File: src/rtl/zjh_adder_pkg.sv
// Shared definitions for the nibble-serial adder: FSM state encoding and slice width.
package zjh_adder_pkg;

    // Width of one adder slice in bits.
    localparam int NIBBLE = 4;

    // FSM state encoding, kept as plain constants for compatibility with older tools.
    typedef logic [1:0] state_t;
    localparam logic [1:0] ST_IDLE = 2'd0;
    localparam logic [1:0] ST_RUN  = 2'd1;
    localparam logic [1:0] ST_DONE = 2'd2;

endpackage

File: src/rtl/zjh_nibble_add_seq_if.sv
// Bus bundle for zjh_nibble_add_seq: request side, result side and FSM debug state.
//
// Handshake: a request is accepted on the rising clk edge where start=1 and ready=1;
// a, b and cin are captured on that same edge and never looked at again. There is no
// backpressure on the result: done is a single-cycle pulse, and sum/cout/ovf stay
// valid from that pulse until the next accepted request.
interface zjh_nibble_add_seq_if
    import zjh_adder_pkg::*;
#(
    parameter int WIDTH = 16
);
    logic             start;
    logic [WIDTH-1:0] a;
    logic [WIDTH-1:0] b;
    logic             cin;
    logic             ready;
    logic             busy;
    logic             done;
    logic [WIDTH-1:0] sum;
    logic             cout;
    logic             ovf;
    state_t           state_dbg;

    modport master (
        output start, a, b, cin,
        input  ready, busy, done, sum, cout, ovf, state_dbg
    );

    modport slave (
        input  start, a, b, cin,
        output ready, busy, done, sum, cout, ovf, state_dbg
    );
endinterface

File: src/rtl/zjh_74HC283.sv
// 4-bit binary full adder with fast carry, modelled as an explicit ripple of full adders.
module zjh_74HC283 (
    input  logic [3:0] a,
    input  logic [3:0] b,
    input  logic       c0,
    output logic [3:0] s,
    output logic       c4
);
    logic [4:0] c;

    // Ripple the carry through the four bit positions.
    always_comb begin
        c    = '0;
        s    = '0;
        c[0] = c0;
        for (int i = 0; i < 4; i++) begin
            s[i]     = a[i] ^ b[i] ^ c[i];
            c[i + 1] = (a[i] & b[i]) | (c[i] & (a[i] ^ b[i]));
        end
    end

    assign c4 = c[4];
endmodule

File: src/rtl/zjh_nibble_add_seq.sv
// Nibble-serial adder: one 4-bit slice, one nibble per RUN cycle, result on a done pulse.
module zjh_nibble_add_seq
    import zjh_adder_pkg::*;
#(
    parameter int WIDTH = 16
)(
    input  logic                clk,
    input  logic                rst,
    zjh_nibble_add_seq_if.slave bus
);
    localparam int            NIBS   = WIDTH / NIBBLE;
    localparam int            KW     = (NIBS > 1) ? $clog2(NIBS) : 1;
    localparam logic [KW-1:0] K_LAST = KW'(NIBS - 1);

    state_t           state;
    logic [KW-1:0]    k;
    logic [WIDTH-1:0] a_q;
    logic [WIDTH-1:0] b_q;
    logic [WIDTH-1:0] sum_q;
    logic             carry;
    logic             cout_q;
    logic             ovf_q;

    logic [3:0]       sl_a;
    logic [3:0]       sl_b;
    logic [3:0]       sl_s;
    logic             sl_c4;
    logic             msb_cin;

    // Present nibble k of the latched operands to the slice.
    assign sl_a = a_q[k*NIBBLE +: NIBBLE];
    assign sl_b = b_q[k*NIBBLE +: NIBBLE];

    zjh_74HC283 u_slice (
        .a  (sl_a),
        .b  (sl_b),
        .c0 (carry),
        .s  (sl_s),
        .c4 (sl_c4)
    );

    // Carry into the top bit of the current nibble; only used on the final nibble,
    // where that bit is the operand MSB.
    assign msb_cin = sl_s[3] ^ sl_a[3] ^ sl_b[3];

    // Sequencer: accept in IDLE, one nibble per RUN cycle, one DONE cycle, back to IDLE.
    always_ff @(posedge clk) begin
        if (rst) begin
            state  <= ST_IDLE;
            k      <= '0;
            carry  <= 1'b0;
            a_q    <= '0;
            b_q    <= '0;
            sum_q  <= '0;
            cout_q <= 1'b0;
            ovf_q  <= 1'b0;
        end else begin
            case (state)
                ST_IDLE: begin
                    if (bus.start) begin
                        a_q   <= bus.a;
                        b_q   <= bus.b;
                        carry <= bus.cin;
                        k     <= '0;
                        state <= ST_RUN;
                    end
                end
                ST_RUN: begin
                    sum_q[k*NIBBLE +: NIBBLE] <= sl_s;
                    carry <= sl_c4;
                    k     <= k + 1'b1;
                    if (k == K_LAST) begin
                        cout_q <= sl_c4;
                        ovf_q  <= msb_cin ^ sl_c4;
                        state  <= ST_DONE;
                    end
                end
                ST_DONE: begin
                    state <= ST_IDLE;
                end
                default: begin
                    state <= ST_IDLE;
                end
            endcase
        end
    end

    assign bus.ready     = (state == ST_IDLE);
    assign bus.busy      = (state == ST_RUN);
    assign bus.done      = (state == ST_DONE);
    assign bus.sum       = sum_q;
    assign bus.cout      = cout_q;
    assign bus.ovf       = ovf_q;
    assign bus.state_dbg = state;
endmodule

File: src/flat_wrapper.sv
// flat-port wrapper written by rule: the top's interface ports become plain ports
module zjh_nibble_add_seq_flat import zjh_adder_pkg::*;
#(
    parameter int WIDTH = 16
)
  (clk, rst, bus_start, bus_a, bus_b, bus_cin, bus_ready, bus_busy, bus_done, bus_sum, bus_cout, bus_ovf, bus_state_dbg);
  zjh_nibble_add_seq_if #(.WIDTH(WIDTH)) bus_i ();
  input  logic clk;
  input  logic rst;
  input wire logic [$bits(bus_i.start)-1:0] bus_start;
  input wire logic [$bits(bus_i.a)-1:0] bus_a;
  input wire logic [$bits(bus_i.b)-1:0] bus_b;
  input wire logic [$bits(bus_i.cin)-1:0] bus_cin;
  output wire logic [$bits(bus_i.ready)-1:0] bus_ready;
  output wire logic [$bits(bus_i.busy)-1:0] bus_busy;
  output wire logic [$bits(bus_i.done)-1:0] bus_done;
  output wire logic [$bits(bus_i.sum)-1:0] bus_sum;
  output wire logic [$bits(bus_i.cout)-1:0] bus_cout;
  output wire logic [$bits(bus_i.ovf)-1:0] bus_ovf;
  output wire logic [$bits(bus_i.state_dbg)-1:0] bus_state_dbg;
  assign bus_i.start = bus_start;
  assign bus_i.a = bus_a;
  assign bus_i.b = bus_b;
  assign bus_i.cin = bus_cin;
  assign bus_ready = bus_i.ready;
  assign bus_busy = bus_i.busy;
  assign bus_done = bus_i.done;
  assign bus_sum = bus_i.sum;
  assign bus_cout = bus_i.cout;
  assign bus_ovf = bus_i.ovf;
  assign bus_state_dbg = bus_i.state_dbg;
  zjh_nibble_add_seq #(.WIDTH(WIDTH)) u_core (.clk(clk), .rst(rst), .bus(bus_i));
endmodule
File: config.mk
export PLATFORM = sky130hd
export DESIGN_NAME = zjh_nibble_add_seq_flat
export DESIGN_NICKNAME = d
export VERILOG_FILES = /design/src/rtl/zjh_adder_pkg.sv /design/src/rtl/zjh_nibble_add_seq_if.sv /design/src/rtl/zjh_74HC283.sv /design/src/rtl/zjh_nibble_add_seq.sv /design/src/flat_wrapper.sv
export SDC_FILE = /design/constraint.sdc
export NUM_CORES = 1
export LEC_CHECK = 0
export ABC_CLOCK_PERIOD_IN_PS = 7600
export CAP_MARGIN = 20
export CORE_ASPECT_RATIO = 0.5
export CORE_MARGIN = 5
export CORE_UTILIZATION = 53
export DETAILED_ROUTE_END_ITERATION = 6
export GPL_TIMING_DRIVEN = 0
export HOLD_SLACK_MARGIN = 0.12
export PLACE_DENSITY = 0.94
export SETUP_SLACK_MARGIN = 0.4
export SYNTH_ARGS = -nofsm -noshare
export SYNTH_HDL_FRONTEND = slang
export SYNTH_HIERARCHICAL = 1
export SYNTH_SLANG_ARGS = --single-unit
export TNS_END_PERCENT = 20
File: constraint.sdc
create_clock -name clk -period 7.6 [get_ports clk]
set_input_delay 1.52 -clock clk [delete_from_list [all_inputs] [get_ports clk]]
set_output_delay 1.52 -clock clk [all_outputs]
set_load 0.05 [all_outputs]
# == After elaboration in Yosys (flattened, before gate mapping) ==
# Index checks and enable logic that the tools add are counted.
# word_totals
ramBits,0
wordCells,56
mem_bits_ro,0
register_bits,55
latch_bits,0
inputBits,36
out_inout_bits,23
memories,0
# op_classes
n_addsub,2
multipliers,0
order_cmp,0
mux,8
bitwise,23
reduce_logical,6
n_div,0
n_shift,4
eq_ne,5
# op_table
operator,n
$neg A4 Y34,1
$shift A4 B34 Y16 const A,1
$shiftx A4 B34 Y16,1
$shiftx A16 B5 Y4,2
$bwmux W16,1
$xor A1 B1 Y1,11
$and A1 B1 Y1,8
$pmux W2 S2,2
$reduce_and A2 Y1,4
$mux W2,3
$eq A2 B2 Y1 const B,2
$or A1 B1 Y1,4
$add A2 B1 Y2 const B,1
$eq A2 B1 Y1 const B,1
$logic_not A2 Y1,1
$ne A2 B1 Y1 const B,1
$ne A2 B2 Y1 const B,1
$pmux W1 S2,1
$reduce_bool A2 Y1,1
$mux W1,1

# == Depth between registers and ports, before layout ==
# Gate-level depths: netlist (run 1).
# depth
ltp_word,12
mapped_depth,13
ltp_nobuf,12

# == Hierarchy ==
# Netlist (run 1), hierarchy kept.
# by_module_without_submodules
module,seq_area_each_um2,cells_per_inst,area_per_inst_um2,n_inst
zjh_nibble_add_seq,1101.1,263,2298.5,1
zjh_74HC283,0.0,14,117.6,1

# == Least setup slack after synthesis (run 1) ==
# OpenSTA, ideal clock, no wires.
# synth_timing
kind,flip-flop to flip-flop
startpoint,register u_core.k[0]
endpoint,"register u_core.ovf_q, in the netlist u_core/bus.ovf"
path_buffers,1
path_slack_ns,4.091
setup_ns,0.079
synth_period_minus_slack_ns,3.509
stages_incl_launch_ff,14
arrival_time_ns,3.430
path_cell_list,dfxtp_1 > buf_2 > mux4_2 > fa_1 > inv_1 > fa_1 > inv_1 > fa_1 > inv_1 > fa_1 > inv_1 > xor2_1 > xnor3_1 > a211oi_2
# synth_between
elab_chain_cells,12
# synth_rtl
element,line,rtl
"start, declared",zjh_nibble_add_seq.sv:16,logic [KW-1:0] k;
"start signal, assigned",zjh_nibble_add_seq.sv:71,k <= k + 1'b1;
$shiftx A16 B5 Y4 (*),zjh_nibble_add_seq.sv:31,assign sl_a = a_q[k*NIBBLE +: NIBBLE];
named net u_core.sl_a[0],zjh_nibble_add_seq.sv:24,logic [3:0] sl_a;
$xor A1 B1 Y1,zjh_74HC283.sv:18,c[i + 1] = (a[i] & b[i]) | (c[i] & (a[i] ^ b[i]));
$and A1 B1 Y1,zjh_74HC283.sv:18,
$or A1 B1 Y1 (*),zjh_74HC283.sv:18,
$and A1 B1 Y1 (*),zjh_74HC283.sv:18,
$or A1 B1 Y1 (*),zjh_74HC283.sv:18,
$and A1 B1 Y1 (*),zjh_74HC283.sv:18,
$or A1 B1 Y1 (*),zjh_74HC283.sv:18,
$xor A1 B1 Y1 (*),zjh_74HC283.sv:17,s[i] = a[i] ^ b[i] ^ c[i];
named net u_core.sl_s[3],zjh_nibble_add_seq.sv:26,logic [3:0] sl_s;
$xor A1 B1 Y1 (*) (2 in series),zjh_nibble_add_seq.sv:44,assign msb_cin = sl_s[3] ^ sl_a[3] ^ sl_b[3];
$xor A1 B1 Y1 (*),zjh_nibble_add_seq.sv:74,ovf_q <= msb_cin ^ sl_c4;
"end signal, assigned",zjh_nibble_add_seq.sv:74,
"end, declared",zjh_nibble_add_seq.sv:22,logic ovf_q;
# Mark *: on every way through the listed nets, which the timed path passes. The rest lies on a longest branch.
# A chain may end at the register's enable or synchronous reset.

# == Worst setup path in the final report (run 1) ==
# Same ends and word-level chain as after synthesis.

==> results.md, run 1 <==
• met3 routing resource usage after global routing: 0.0489
• IO Port Bufs: 57
• cell area power density: 185 nW/µm²
• highest clock rate: 0.246 GHz
• post-route ant nets: 0
• required time of the critical path: 7.83 ns
• crit path max-delay cell type: sky130_fd_sc_hd__mux4_2
• IR drop worst, VDD: 0.0000857 V
• Overall Global Routing Usage: 0.215
• setup slack of the most critical reg-to-reg path: 3.54 ns
• core footprint: 4400 µm²
• Total Power: 581 µW
• area used by sequential logic in the layout: 1100 µm²
• relative area change from synthesis to final layout: 30.1%
• mean post-synth cell area: 8.72 µm²
• global-route wire length before repair: 10,600 µm
• Worst Tran Pin Value: 0.660 ns
• number of buffers created by CTS: 5
• area used by multi-input combinational logic: 1190 µm²
• IO Pins: 59
• # rows: 17
• Die Wd: 105 µm
• portion of synthesized cell area occupied by the leading cell type: 0.456
• crit-path max FO: 10
• Leakage: 1.15 nW
• CP cell instances: buf_2 -> mux4_2 -> fa_1 -> inv_1 -> fa_1 -> inv_1 -> fa_1 -> inv_1 -> fa_1 -> inv_1 -> xor2_1 -> xnor3_1 -> a211oi_2
• clock tree from TritonCTS: done
• clock root buffer: sky130_fd_sc_hd__clkbuf_8
• number of enable-type register cells in the synthesized netlist: 0
• most common cell in the netlist: sky130_fd_sc_hd__nand2_1
• crit share post-route: 0.535
• Setup Buffers After CTS: 0
• busiest layer in global routing: met2
• number of inserted filler cells in the final layout: 298
• maximum number of pins on one net before global-route repair: 17
• Post-Synthesis Net Count: 322
• clk_skew: 0.00946 ns
• final setup violation count: 0
• share of post-route cells with drive strength above 1: 0.0673
• headroom to the max-slew limit: 0.554
• status: finished, final reports clean
• overflow left after global routing: 0
• share of synthesized area occupied by flip-flops and latches: 0.456
• 1st-iter DRT viols: 138
• Post-route DRC: 0
• TritonCTS Sinks: 55
• crit end category: register
• GR Layer Usage met1: 0.254
• share of the core filled with cells: 0.714
• starting density of the core: 0.549
• clk_lat worst skew: 0.31 ns
• weighted congestion at the end of routability-driven global placement: 0.861
• number of nets in the final layout: 386
• Synth Warn #: 6
• vias in the first global route: 2,296
• origin of the worst min-delay path: u_core/bus.sum[15]
• Resized cells post-CTS: 0
• Arr. time, crit path: 4.30 ns
• critical path class: reg2reg
• drt first pass iters: 6
• via density per instance: 5.76
• sum of net half-perimeters after detailed placement: 4590 µm
• full die area: 6090 µm²
• synth unique cells: 29
• maximum capacitance violations: 0
• final hold viol count: 0
• ys flop type: sky130_fd_sc_hd__dfxtp_1
• via count: 2,297
• startpoint type of the worst setup path: register
• average wire per cell in the routed design: 16.1 µm
• Clock transition at path regs: 0.09 ns
• share of synthesized registers carrying an async set or reset: 0
• aggregate negative setup slack: 0 ns
• Hold Path Class: reg2reg
• number of storage elements in the synthesis netlist: 55
• RSZ-0062 raised after global routing: false
• delay contributed by the slowest stage of the critical path: 0.59 ns
• number of antenna violations at the first check in global routing: 0
• Global Route met2 Usage: 0.378
• number of buffers between clock root and the deepest sink: 2
• Post-Synthesis Cells: 277
• startpoint of the most critical setup path: u_core/k[0]
• largest cells by area after synthesis: sky130_fd_sc_hd__dfxtp_1 (46%), sky130_fd_sc_hd__nand2_1 (12%), sky130_fd_sc_hd__a21oi_1 (9.9%)
• FF-to-FF Start: u_core/k[0]
• time the worst path needs with I/O delays and setup: 4.06 ns
• top post-synthesis cells by count: sky130_fd_sc_hd__nand2_1 (80), sky130_fd_sc_hd__dfxtp_1 (55), sky130_fd_sc_hd__a21oi_1 (48)
• count of final max-slew check failures: 0
• diode count: 0
• dominant cell type by area after synthesis: sky130_fd_sc_hd__dfxtp_1
• Max H-tree Level: 2
• height of the die: 57.7 µm
• netlist area before placement: 2420 µm²
• final wirelength: 6410 µm
• cts-stage hold buffer count: 0
## path summary, 6_finish.rpt
| check | end | cells after the start |
|---|---|---|
| max | u_core/bus.ovf | 13 |
| min | u_core/bus.sum[15] | 2 |
| min reg2reg | u_core/bus.sum[15] | 2 |
| max reg2reg | u_core/bus.ovf | 13 |
## flip-flops by register name (all words and copies together), names as in the netlist
register	flops
u_core/bus.sum	16
u_core/k	2
u_core/bus.state_dbg	2
u_core/bus.ovf	1
u_core/bus.cout	1
u_core/carry	1
u_core/b_q	16
u_core/a_q	16
## routing by layer
| metal | part of all wire | vias up |
|---|---|---|
| met5 | 0 | - |
| met1 | 0.39 | 1070 |
| met4 | 0.028 | 0 |
| met2 | 0.50 | 139 |
| li1 | - | 1066 |
| met3 | 0.085 | 22 |
## placed cells by master (no fill, tap or decap), drive strengths merged, types with 6 or more instances in the layout
cell type and count:
nand4 8, a21oi 48, nand2 80, clkbuf 19
mux4 8, inv 13, clkdlybuf4s50 57, buf 6
nor2 7, nand3 7, dfxtp 55
## final cells by class
| type | instances | area share |
|---|---|---|
| repair buffers | 57 | 0.182 |
| clock buffers | 6 | 0.0231 |
| flip-flops and latches | 55 | 0.350 |
| clock inverters | 2 | 0.00398 |
| multi-input cells | 190 | 0.378 |
| inverters | 13 | 0.0155 |
| plain buffers | 19 | 0.0247 |
| well taps | 57 | 0.0227 |
## critical path, delay by kind of cell, from the launching register on
family	cells	cell delay (ns)
AOI/OAI and AO/OA	1	0.22
adders and majority gates	4	1.35
muxes	1	0.59
buffers and inverters	5	0.78
DFF	1	0.54
xor gates and xnor gates	2	0.47
## power breakdown
group          total (mW)  switching, mW  internal [mW]
registers           0.309        0.00799          0.301
clock network       0.160         0.0952         0.0647
logic               0.112         0.0641         0.0477
## stage by stage
step / hold WS, ns / instance area (µm²) / cells / worst slack, ns
after detailed placement: 0.446 / 3060 / 391 / 3.64
after floorplan: 0.432 / 2420 / 277 / 4.09
after CTS: 0.462 / 3140 / 399 / 3.59
after global routing: 0.482 / 3140 / 399 / 3.40
final: 0.460 / 3140 / 399 / 3.54
after global placement: 0.440 / 3060 / 391 / 3.76
## kinds of logic (layout without fill, tap and decap cells)
group,Yosys count,after routing,share of synthesized area
mux,8,8,0.0761
buf+inv,32,97,0.0523
xor+xnor,2,2,0.0129
compound gates,55,55,0.124
fa+ha+maj,9,9,0.0590
flops,55,55,0.456
simple gates,116,116,0.220
Note: power is estimated with default switching activity, not from simulation.
==> run 2: changes to the inputs <==
--- a/config.mk
+++ b/config.mk
@@ -5,15 +5,15 @@
 export SDC_FILE = /design/constraint.sdc
 export NUM_CORES = 1
 export LEC_CHECK = 0
-export ABC_CLOCK_PERIOD_IN_PS = 7600
+export ABC_CLOCK_PERIOD_IN_PS = 3500
 export CAP_MARGIN = 20
 export CORE_ASPECT_RATIO = 0.5
 export CORE_MARGIN = 5
-export CORE_UTILIZATION = 53
+export CORE_UTILIZATION = 44
 export DETAILED_ROUTE_END_ITERATION = 6
 export GPL_TIMING_DRIVEN = 0
 export HOLD_SLACK_MARGIN = 0.12
-export PLACE_DENSITY = 0.94
+export PLACE_DENSITY = 0.84
 export SETUP_SLACK_MARGIN = 0.4
 export SYNTH_ARGS = -nofsm -noshare
 export SYNTH_HDL_FRONTEND = slang
==> constraint.sdc (replaced) <==
create_clock -name clk -period 3.5 [get_ports clk]
set_input_delay 0.7 -clock clk [delete_from_list [all_inputs] [get_ports clk]]
set_output_delay 0.7 -clock clk [all_outputs]
set_load 0.05 [all_outputs]
==> run 2 against run 1 <==
  * Non-clock buffer count up 4
  * Largest cell class unchanged
  * Cell count up 5.0%
  * Critical path type unchanged
  * Setup slack worse by 3.3 ns
  * Clock skew down 0.00076 ns
==> results.md, run 2 (synthesis results as in run 1) <==
• Hold Path Class: reg2reg
• number of antenna violations at the first check in global routing: 0, unchanged
• share of the core filled with cells: 0.600, -0.114
• drt first pass iters: 4, -2
• Overall Global Routing Usage: 0.170, -0.0448
• Clock transition at path regs: 0.10 ns, about the same
• sum of net half-perimeters after detailed placement: 4600 µm, +0.22%
• share of post-route cells with drive strength above 1: 0.101, +0.0339
• aggregate negative setup slack: 0 ns, unchanged
• crit end category: register
• share of total power in sequential cells: 0.517, -0.015
• required time of the critical path: 3.74 ns, -4.09 ns
• vias in the first global route: 2,175, -5.3%
• relative area change from synthesis to final layout: 33.9%
• clk_lat worst skew: 0.31 ns, about the same
• core footprint: 5400 µm², +23%
• RSZ-0062 raised after global routing: true
• Post-route DRC: 0, unchanged
• number of buffers between clock root and the deepest sink: 2, unchanged
• height of the die: 62.4 µm, +8.1%
• weighted congestion at the end of routability-driven global placement: 0.848, -1.5%
• IO Port Bufs: 57, unchanged
• count of final max-slew check failures: 0, unchanged
• combinational fraction of design power: 0.197, +0.004
• highest clock rate: 0.303 GHz, +23%
• Global Route met2 Usage: 0.294, -0.0835
• net switching share of the total power: 0.280, -0.00781
• clock root buffer: sky130_fd_sc_hd__clkbuf_8
• status: finished, final reports clean
• TritonCTS Sinks: 55, unchanged
• 1st-iter DRT viols: 108, -22%
• IR drop worst, VDD: 0.000189 V, +120%
• crit path max-delay cell type: sky130_fd_sc_hd__mux4_2
• clk_skew: 0.00871 ns, -0.000757 ns
• commonest non-fill, non-tap cell in the layout: sky130_fd_sc_hd__nand2_1
• post-route ant nets: 0, unchanged
• busiest layer in global routing: met2
• Die Wd: 115 µm, +8.8%
• Worst Tran Pin Value: 0.728 ns, +0.0685 ns
• Arr. time, crit path: 3.55 ns, -0.75 ns
• final hold viol count: 0, unchanged
• crit path setup slack, layout: 0.195 ns, -3.34 ns
• worst path bufs/invs: 5, unchanged
• headroom to the max-slew limit: 0.508, -0.0463
• Leakage: 1.17 nW, +2.3%
• via count: 2,170, -5.5%
• maximum number of pins on one net before global-route repair: 18, +1
• clock tree from TritonCTS: done
• average wire per cell in the routed design: 14.5 µm, -9.5%
• full die area: 7160 µm², +18%
• via density per instance: 5.18, -10%
• overflow left after global routing: 0, unchanged
• number of buffers created by CTS: 5, unchanged
• IO Pins: 59, unchanged
• crit-path max FO: 4, -6
• maximum capacitance violations: 0, unchanged
• final setup violation count: 0, unchanged
• # rows: 19, +2
• final wirelength: 6090 µm, -4.9%
• cell area power density: 399 nW/µm², +120%
• relative contribution of the clock network to total power: 0.286, +0.011
• Max H-tree Level: 2, unchanged
• diode count: 0, unchanged
• net switching component of the power: 362 µW, +120%
• global-route wire length before repair: 9700 µm, -8.8%
• delay contributed by the slowest stage of the critical path: 0.54 ns, -0.05 ns
• CP cell instances: buf_12 -> mux4_2 -> fa_2 -> inv_2 -> fa_2 -> inv_1 -> fa_2 -> inv_2 -> fa_1 -> inv_2 -> xor2_1 -> xnor3_1 -> a211oi_2
• crit share post-route: 0.944, +0.409
• time the worst path needs with I/O delays and setup: 3.31 ns, -0.760 ns
• kind of cell adding the most delay to the critical path: adder cells
• most frequent cells in the layout: sky130_fd_sc_hd__nand2_1 (80), sky130_fd_sc_hd__clkdlybuf4s50_1 (57), sky130_fd_sc_hd__dfxtp_1 (54), sky130_fd_sc_hd__a21oi_1 (48), sky130_fd_sc_hd__clkbuf_1 (13)
• met3 routing resource usage after global routing: 0.0387, -0.0103
• starting density of the core: 0.448, -0.101
• startpoint type of the worst setup path: register
• GR Layer Usage met1: 0.205, -0.0492
• internal power summed over all cells: 930 µW, +120%
• worst slack at placement: 0.0387 ns, -3.60 ns
• number of nets in the final layout: 390, +1.0%
• critical path class: reg2reg
-- run 2: final timing paths --
path,from,endpoint,slack [ns],cells past startpoint
worst max-delay path,u_core/k[0],u_core/bus.ovf,0.19,13
worst min-delay path,u_core/bus.sum[6],u_core/bus.sum[6],0.46,2
worst max register to register,u_core/k[0],u_core/bus.ovf,0.19,13
worst min register to register,u_core/bus.sum[6],u_core/bus.sum[6],0.46,2
-- run 2: final cells by class --
type	count	area, µm²
plain buffers	19	95.1
flip-flops and latches	55	1100
clock buffers	6	82.6
fillers	474	2160
inverters	13	48.8
repair buffers	61	601
clock inverters	2	16.3
well taps	73	91.3
multi-input cells	190	1200
-- run 2: repair_timing --
item | CTS | global route
pin swaps | 1 | 1
gates resized for setup | 2 | 0
setup endpoints to repair | 2 | 5
setup buffers | 4 | 0
hold buffers | 0 | 0
-- run 2: power by group through the flow --
stage / clock (mW) / combinational [mW] / sequential, mW
final: 0.369 / 0.255 / 0.668
after global routing: 0.400 / 0.274 / 0.670
after CTS: 0.382 / 0.251 / 0.668
after detailed placement: 0 / 0.239 / 0.684
after global placement: 0 / 0.231 / 0.682
after floorplan: 0 / 0.139 / 0.691
-- run 2: routing by layer --
layer	share of wire	vias to the layer above
met3	0.069	11
met5	0	-
met1	0.42	1020
met2	0.49	67
met4	0.014	0
li1	-	1072
-- run 2: worst min-delay path: stages (launching register included) --
cell and delay [ns]:
sky130_fd_sc_hd__dfxtp_1 0.32, sky130_fd_sc_hd__nand2_1 0.05, sky130_fd_sc_hd__a21oi_1 0.05
-- run 2: metrics by stage --
step / hold WS (ns) / instances / instance area, µm² / total power [mW]
after floorplan: 0.432 / 277 / 2440 / 0.830
after global placement: 0.439 / 407 / 3100 / 0.913
after global routing: 0.474 / 419 / 3240 / 1.34
after CTS: 0.462 / 419 / 3240 / 1.30
final: 0.457 / 419 / 3240 / 1.29
after detailed placement: 0.448 / 407 / 3100 / 0.924
==> run 3: changes to the inputs <==
--- a/config.mk
+++ b/config.mk
@@ -5,15 +5,16 @@
 export SDC_FILE = /design/constraint.sdc
 export NUM_CORES = 1
 export LEC_CHECK = 0
+export ABC_AREA = 1
 export ABC_CLOCK_PERIOD_IN_PS = 3500
 export CAP_MARGIN = 20
 export CORE_ASPECT_RATIO = 0.5
 export CORE_MARGIN = 5
-export CORE_UTILIZATION = 44
+export CORE_UTILIZATION = 45
 export DETAILED_ROUTE_END_ITERATION = 6
 export GPL_TIMING_DRIVEN = 0
 export HOLD_SLACK_MARGIN = 0.12
-export PLACE_DENSITY = 0.84
+export PLACE_DENSITY = 0.85
 export SETUP_SLACK_MARGIN = 0.4
 export SYNTH_ARGS = -nofsm -noshare
 export SYNTH_HDL_FRONTEND = slang
==> run 3 against run 2 <==
  * Hold slack better by 0.0073 ns
  * Global-route usage is 1.4 points higher
  * Core utilization is 6.3 points higher
  * First-iteration DRC count is 140% higher
  * Clock skew is 0.0041 ns lower
  * Register-to-register slack better by 0.15 ns
  * Critical path depth is 8 higher
  * Clock power is 40% higher
  * Setup slack better by 0.15 ns
  * Largest cell class unchanged
==> results.md, run 3 <==
• required time of the critical path: 3.68 ns, -0.06 ns
• share of synthesized registers carrying an async set or reset: 0, unchanged
• netlist area before placement: 2620 µm², +8.3%
• clk_skew: 0.00464 ns, -0.00407 ns
• crit end category: register
• Worst Tran Pin Value: 0.510 ns, -0.218 ns
• Die Wd: 118 µm, +2.6%
• share of synthesized area occupied by flip-flops and latches: 0.421, -0.0349
• portion of synthesized cell area occupied by the leading cell type: 0.421, -0.0349
• via density per instance: 5.25, +1.4%
• global-route wire length before repair: 11,500 µm, +18%
• Hold Path Class: reg2reg
• relative area change from synthesis to final layout: 40.9%
• Post-route DRC: 0, unchanged
• clock root buffer: sky130_fd_sc_hd__clkbuf_16
• number of enable-type register cells in the synthesized netlist: 0, unchanged
• Arr. time, crit path: 3.34 ns, -0.21 ns
• time the worst path needs with I/O delays and setup: 3.15 ns, -0.152 ns
• Synth Warn #: 6, unchanged
• final hold viol count: 0, unchanged
• top post-synthesis cells by count: sky130_fd_sc_hd__nor2_1 (83), sky130_fd_sc_hd__dfxtp_1 (55), sky130_fd_sc_hd__nand2_1 (52)
• overflow left after global routing: 0, unchanged
• FF-to-FF path depth: 21, +8
• diode count: 0, unchanged
• Clock transition at path regs: 0.07 ns, -0.03 ns
• depth of the worst hold-timing path: 2, unchanged
• Leakage: 1.55 nW, +33%
• sum of net half-perimeters after detailed placement: 4730 µm, +2.8%
• origin of the worst min-delay path: u_core/bus.sum[6]
• number of nets in the final layout: 468, +20%
• number of storage elements in the synthesis netlist: 55, unchanged
• TritonCTS Sinks: 55, unchanged
• height of the die: 63.9 µm, +2.4%
• via count: 2,610, +20%
• clock tree from TritonCTS: done
• mean post-synth cell area: 7.58 µm², -13%
• final wirelength: 7290 µm, +20%
• vias in the first global route: 2,473, +14%
• post-place instance area: 3280 µm², +5.8%
• crit share post-route: 0.901, -0.0434
• IO Pins: 59, unchanged
• highest clock rate: 0.317 GHz, +4.8%
• setup slack of the most critical reg-to-reg path: 0.35 ns, +0.15 ns
• most frequent cells in the layout: sky130_fd_sc_hd__nor2_1 (79), sky130_fd_sc_hd__clkdlybuf4s50_1 (57), sky130_fd_sc_hd__dfxtp_1 (53), sky130_fd_sc_hd__nand2_1 (45), sky130_fd_sc_hd__o21ai_0 (44)
• commonest non-fill, non-tap cell in the layout: sky130_fd_sc_hd__nor2_1
• post-route ant nets: 0, unchanged
• RR Endpoint: u_core/bus.ovf
• Post-Synthesis Cells: 345, +25%
• status: finished, final reports clean
• final setup violation count: 0, unchanged
• number of buffers between clock root and the deepest sink: 2, unchanged
• final cell area excluding filler cells: 3690 µm², +14%
• clk_lat worst skew: 0.29 ns, -0.02 ns
• critical path class: reg2reg
• largest cells by area after synthesis: sky130_fd_sc_hd__dfxtp_1 (42%), sky130_fd_sc_hd__nor2_1 (12%), sky130_fd_sc_hd__o21ai_0 (9.2%)
• crit-path max FO: 10, +6
• headroom to the max-slew limit: 0.659, +0.151
• dominant cell type by area after synthesis: sky130_fd_sc_hd__dfxtp_1
• core footprint: 5560 µm², +3.1%
• synth unique cells: 29, unchanged
• number of inserted filler cells in the final layout: 434, -8.4%
• cell area power density: 460 nW/µm², +15%
• share of the core filled with cells: 0.663, +0.0633
• Max H-tree Level: 2, unchanged
• ys flop type: sky130_fd_sc_hd__dfxtp_1
• Overall Global Routing Usage: 0.184, +0.0143
• share of post-route cells with drive strength above 1: 0.200, +0.0993
• drt first pass iters: 4, unchanged
• number of buffers created by CTS: 5, unchanged
• cts-stage hold buffer count: 0, unchanged
• area used by sequential logic in the layout: 1100 µm², -0.11%
• maximum capacitance violations: 0, unchanged
• aggregate negative setup slack: 0 ns, unchanged
• weighted congestion at the end of routability-driven global placement: 0.855, +0.87%
• count of final max-slew check failures: 0, unchanged
• number of antenna violations at the first check in global routing: 0, unchanged
• area used by multi-input combinational logic: 1380 µm², +15%
• starting density of the core: 0.470, +0.0226
• Post-Synthesis Net Count: 390, +21%
• full die area: 7530 µm², +5.1%
• FF-to-FF Start: u_core/k[0]
• IO Port Bufs: 57, unchanged
• most common cell in the netlist: sky130_fd_sc_hd__nor2_1
• RSZ-0062 raised after global routing: true
• 1st-iter DRT viols: 260, +140%
• # rows: 19, unchanged
• maximum number of pins on one net before global-route repair: 16, -2
• average wire per cell in the routed design: 14.7 µm, +0.80%
• worst-case hold path end point: u_core/bus.sum[6]
• IR drop worst, VDD: 0.000264 V, +40%
• startpoint type of the worst setup path: register
## run 3: how the worst max path moves through the flow
stage | depth (start not counted) | from | slack, ns | to
finish | 21 | u_core/k[0] | 0.35 | u_core/bus.ovf
global route | 22 | u_core/k[0] | 0.20 | u_core/bus.ovf
CTS | 21 | u_core/k[0] | 0.40 | u_core/bus.ovf
detailed placement | 22 | u_core/k[0] | 0.14 | u_core/bus.ovf
global placement | 22 | u_core/k[0] | 0.23 | u_core/bus.ovf
floorplan | 22 | u_core/k[0] | 0.47 | u_core/bus.ovf
## run 3: where the power goes
part / switching (mW) / leakage, nW / internal (mW)
sequential: 0.0259 / 0.452 / 0.666
combinational: 0.279 / 1.02 / 0.206
clock: 0.213 / 0.0772 / 0.305
## run 3: per-layer routing
layer  vias to the layer above  track usage  wire length, µm
li1                       1271            -                -
met1                      1193        0.227             2970
met2                       121        0.308             3460
met3                        25       0.0581              639
met4                         0       0.0644              214
met5                         -            0                0
## run 3: area by class of cell
| class | instances | share of cell area |
|---|---|---|
| Multi-Input combinational cell | 244 | 0.374 |
| Sequential cell | 55 | 0.299 |
| Timing Repair Buffer | 71 | 0.183 |
| Buffer | 17 | 0.0438 |
| Clock buffer | 8 | 0.0424 |
| Inverter | 29 | 0.0329 |
| Tap cell | 73 | 0.0248 |
## run 3: logic make-up after synthesis
group,count (synthesis),synth area share
and+or+nand+nor,160,0.280
AOI/OAI and AO/OA,75,0.151
DFF,55,0.421
buffers and inverters,46,0.0937
adders and majority gates,9,0.0545
## run 3: critical path, cell delays in order, from the launching register on
cell                      delay (ns)
sky130_fd_sc_hd__dfxtp_2        0.32
sky130_fd_sc_hd__buf_6          0.14
sky130_fd_sc_hd__buf_8          0.14
sky130_fd_sc_hd__o21ai_2        0.15
sky130_fd_sc_hd__o22ai_2        0.10
sky130_fd_sc_hd__fa_2           0.36
sky130_fd_sc_hd__inv_2          0.07
sky130_fd_sc_hd__fa_2           0.19
sky130_fd_sc_hd__inv_2          0.04
sky130_fd_sc_hd__fa_2           0.34
sky130_fd_sc_hd__inv_2          0.07
sky130_fd_sc_hd__fa_1           0.42
sky130_fd_sc_hd__inv_2          0.10
sky130_fd_sc_hd__inv_2          0.05
sky130_fd_sc_hd__nand2_2        0.07
sky130_fd_sc_hd__nand2_4        0.06
sky130_fd_sc_hd__nand3_4        0.09
sky130_fd_sc_hd__nand2_2        0.06
sky130_fd_sc_hd__nand2_2        0.07
sky130_fd_sc_hd__nand3_2        0.06
sky130_fd_sc_hd__nand2_2        0.07
sky130_fd_sc_hd__inv_1          0.06
## run 3: metrics by stage
step                setup WS, ns  total power, mW  hold WS (ns)  std cells
floorplan                  0.465            0.941         0.464        345
global placement           0.231             1.05         0.453        475
detailed placement         0.138             1.06         0.459        475
CTS                        0.402             1.63         0.469        492
global route               0.202             1.77         0.485        497
finish                     0.347             1.70         0.465        497
## run 3: timing repair
item,CTS,global route
pin swaps,7,12
gates resized for setup,26,27
setup endpoints to repair,3,5
buffers inserted,9,5
==> patch 1 (settings of run 2) <==
`WIDTH` is set to 16 in 3 places; all go to 8.
--- a/src/rtl/zjh_nibble_add_seq_if.sv
+++ b/src/rtl/zjh_nibble_add_seq_if.sv
@@ -9,3 +9,3 @@
 #(
-    parameter int WIDTH = 16
+    parameter int WIDTH = 8
 );
--- a/src/rtl/zjh_nibble_add_seq.sv
+++ b/src/rtl/zjh_nibble_add_seq.sv
@@ -4,3 +4,3 @@
 #(
-    parameter int WIDTH = 16
+    parameter int WIDTH = 8
 )(
--- a/src/flat_wrapper.sv
+++ b/src/flat_wrapper.sv
@@ -3,3 +3,3 @@
 #(
-    parameter int WIDTH = 16
+    parameter int WIDTH = 8
 )
Ports: changed (resized bus_a, bus_b and bus_sum); port bits go from 59 to 35. No check against the original RTL was run, so the function may have changed too.
==> patch 1 against run 2 <==
- routed wire length is 52% lower
- cell area is 42% lower
- total power is 34% lower
- clock power is 24% lower
- setup slack better by 0.33 ns
- sequential power is 44% lower
- synthesized area is 43% lower
- sequential cell count is 25 lower
- critical path depth stayed put
- utilization is 2.5 points higher
- clock skew is 0.0047 ns lower
- critical path type unchanged
==> patch 1: results (changes against run 2) <==
I/O Buffers: 33 (was 57)
Synth Area in Compound Gates: 0.0301 (was 0.124)
largest net degree at the start of global routing: 11 (was 18)
filler instances: 232 (was 474)
Worst Skew: 0.00397 ns (was 0.00871 ns)
Reg area: 604 um2 (was 0.00110 mm2)
commonest cells in the netlist: nor2_1 (32), dfxtp_1 (30), mux2i_1 (25) (was nand2_1 (80), dfxtp_1 (55), a21oi_1 (48))
post-cts sizing count: 6 (was 2)
Worst slew margin: 0.661 (was 0.508)
Final Net Count: 198 (was 390)
vias in the first global route: 1022 (was 2175)
Non-clock buffer share: 0.211 (was 0.215)
Post-Synth XOR/XNOR Area: 0.0191 (was 0.0129)
worst vdd ir: 0.265 mV (was 0.189 mV)
Comb pwr share: 0.224 (was 0.197)
sequential fraction of the synthesis area: 0.437 (was 0.456)
ClkCell Share: 0.0488 (was 0.0305)
met1 usage: 0.176 (was 0.205)
number of library cell types mapped by synthesis: 22 (was 29)
largest cells by area after synthesis: dfxtp_1 (44%), mux2i_1 (18%), nor2_1 (8.7%) (was dfxtp_1 (46%), nand2_1 (12%), a21oi_1 (9.9%))
synthesized area per cell: 10.3 um2 (was 8.72 um2)
routed length on met3: 149 um (was 422 um)
Seq Cell Count: 30 (was 55)
nonclk buf count: 41 (was 80)
syn nets: 157 (was 322)
post-route insts no fill: 215 (was 419)
PwrDens: 454 mW/mm2 (was 399 mW/mm2)
Multi-input comb cells: 84 (was 190)
CTS clk-pin slew, worst paths: 0.06 ns (was 0.10 ns)
Crit Path Max Fanout: 10 (was 4)
inverters: 12 (was 13)
Sw Pwr: 0.236 mW (was 0.362 mW)
met1 wire length: 1.28 mm (was 2.58 mm)
postcts setup bufs: 0 (was 4)
mux cell area share after synthesis: 0.248 (was 0.0761)
Detail Placement HPWL: 2.15 mm (was 4.60 mm)
Rows: 14 (was 19)
met2 routed WL: 1.40 mm (was 3.00 mm)
average routed wire per standard cell: 13.6 um (was 14.5 um)
GR Util met3: 0.0416 (was 0.0387)
WP data arrival: 3.17 ns (was 3.55 ns)
combinational family with the most area after synthesis: multiplexers (was simple AND/OR/NAND/NOR gates)
status: completed (unchanged)
-- patch 1: cell types whose count changed in the layout (fill, tap and decap cells not counted), moves of 8 or more --
cell,run 2,this run
clkdlybuf4s50_1,57,33
dfxtp_1,54,29
nand4_1,8,0
nand2_1,80,0
mux2i_1,0,25
clkbuf_1,13,4
a21oi_1,48,2
nor2_1,7,32
-- patch 1: worst paths after layout --
check	start	to	slack (ns)	cells past startpoint
max	u_core/k$_SDFFE_PP0P_	u_core/bus.ovf$_SDFFE_PP0P_	0.53	13
min	u_core/a_q[5]$_SDFFE_PP0P_	u_core/a_q[5]$_SDFFE_PP0P_	0.49	2
max reg2reg	u_core/k$_SDFFE_PP0P_	u_core/bus.ovf$_SDFFE_PP0P_	0.53	13
min reg2reg	u_core/a_q[5]$_SDFFE_PP0P_	u_core/a_q[5]$_SDFFE_PP0P_	0.49	2
==> patch 2 (settings of run 2) <==
Without the edit above. Reset style: asynchronous (`rst`), changed in one clocked block.
--- a/src/rtl/zjh_nibble_add_seq.sv
+++ b/src/rtl/zjh_nibble_add_seq.sv
@@ -46,3 +46,3 @@
     // Sequencer: accept in IDLE, one nibble per RUN cycle, one DONE cycle, back to IDLE.
-    always_ff @(posedge clk) begin
+    always_ff @(posedge clk or posedge rst) begin
         if (rst) begin
Behaviour: differs if rst is asserted again (counterexample within 4 cycles, from zero or initial values and one cycle with rst high); with rst held inactive, the same outputs for 10 cycles.
==> patch 2 against run 2 <==
- synthesized area increased by 4.1%
- first-iteration DRC count decreased by 37%
- setup slack improved by 0.071 ns
- cell count decreased by 26%
- routed wire length decreased by 8.2%
- synthesized cell count decreased by 40%
- hold slack improved by 0.027 ns
- sequential cell count unchanged
- cell area increased by 6.7%
Power is left out: the tool's default activity adds up to more than one toggle a clock period on the data nets, which glitch-free logic cannot reach.
==> patch 2: results (changes against run 2) <==
vias in the first global route: 1940 (was 2175)
Worst Skew: 0.00383 ns (was 0.00871 ns)
status: completed (unchanged)
filler instances: 414 (was 474)
CTS root buf: clkbuf_16 (was clkbuf_8)
I/O Buffers: 58 (was 57)
r2r startpoint: u_core/k[0]$_DFFE_PP0P_ (was u_core/k[0]$_SDFFE_PP0P_)
Slew @ Worst Pin: 0.520 ns (was 0.728 ns)
Layout area overhead: 37.1% (was 33.9%)
nonclk buf count: 70 (was 80)
sequential portion of the cell area: 0.399 (was 0.341)
average routed wire per standard cell: 17.9 um (was 14.5 um)
synthesized area: 0.00252 mm2 (was 0.00242 mm2)
inverters: 15 (was 13)
met2 Use GR: 0.290 (was 0.294)
Setup WS pre-CTS: -0.0707 ns (was 0.0387 ns)
Synth Area in Compound Gates: 0.0696 (was 0.124)
DR vias/cell: 5.26 (was 5.18)
Synth Area in Adders: 0.0567 (was 0.0590)
mux cell area share after synthesis: 0.221 (was 0.0761)
met1 wire length: 2.29 mm (was 2.58 mm)
Most used DFF post-synth: dfrtp_1 (was dfxtp_1)
Critical Path Sink: u_core/bus.ovf$_DFFE_PP0P_ (was u_core/bus.ovf$_SDFFE_PP0P_)
WL final: 5.60 mm (was 6.09 mm)
WP data arrival: 3.44 ns (was 3.55 ns)
Worst R2R Setup Slack: 0.27 ns (was 0.19 ns)
syn nets: 212 (was 322)
met2 routed WL: 3.00 mm (about the same)
routed length on met3: 247 um (was 422 um)
largest net degree at the start of global routing: 43 (was 18)
Final Net Count: 283 (was 390)
GR Util met3: 0.0306 (was 0.0387)
ClkCell Share: 0.0504 (was 0.0305)
commonest cells in the netlist: dfrtp_1 (55), mux2_1 (27), a22o_1 (16) (was nand2_1 (80), dfxtp_1 (55), a21oi_1 (48))
Non-clock buffer share: 0.201 (was 0.215)
Post-synth ARST share: 1.00 (was 0)
-- patch 2: what timing repair did --
item | 4_1_cts | 5_1_grt
setup endpoints to repair | 5 | 1
pin swaps | 3 | 0
buffers inserted | 4 | 1
gates resized for setup | 3 | 2
-- patch 2: worst min-delay path by stage --
stage                                           from                         end  slack, ns  depth (start not counted)
after floorplan            u_core/b_q[7]$_DFFE_PP0P_   u_core/b_q[7]$_DFFE_PP0P_       0.45                          1
after global placement    u_core/a_q[11]$_DFFE_PP0P_  u_core/a_q[11]$_DFFE_PP0P_       0.46                          1
after detailed placement  u_core/a_q[11]$_DFFE_PP0P_  u_core/a_q[11]$_DFFE_PP0P_       0.47                          1
after CTS                  u_core/a_q[2]$_DFFE_PP0P_   u_core/a_q[2]$_DFFE_PP0P_       0.49                          1
after global routing       u_core/a_q[2]$_DFFE_PP0P_   u_core/a_q[2]$_DFFE_PP0P_       0.52                          1
final                      u_core/a_q[2]$_DFFE_PP0P_   u_core/a_q[2]$_DFFE_PP0P_       0.48                          1
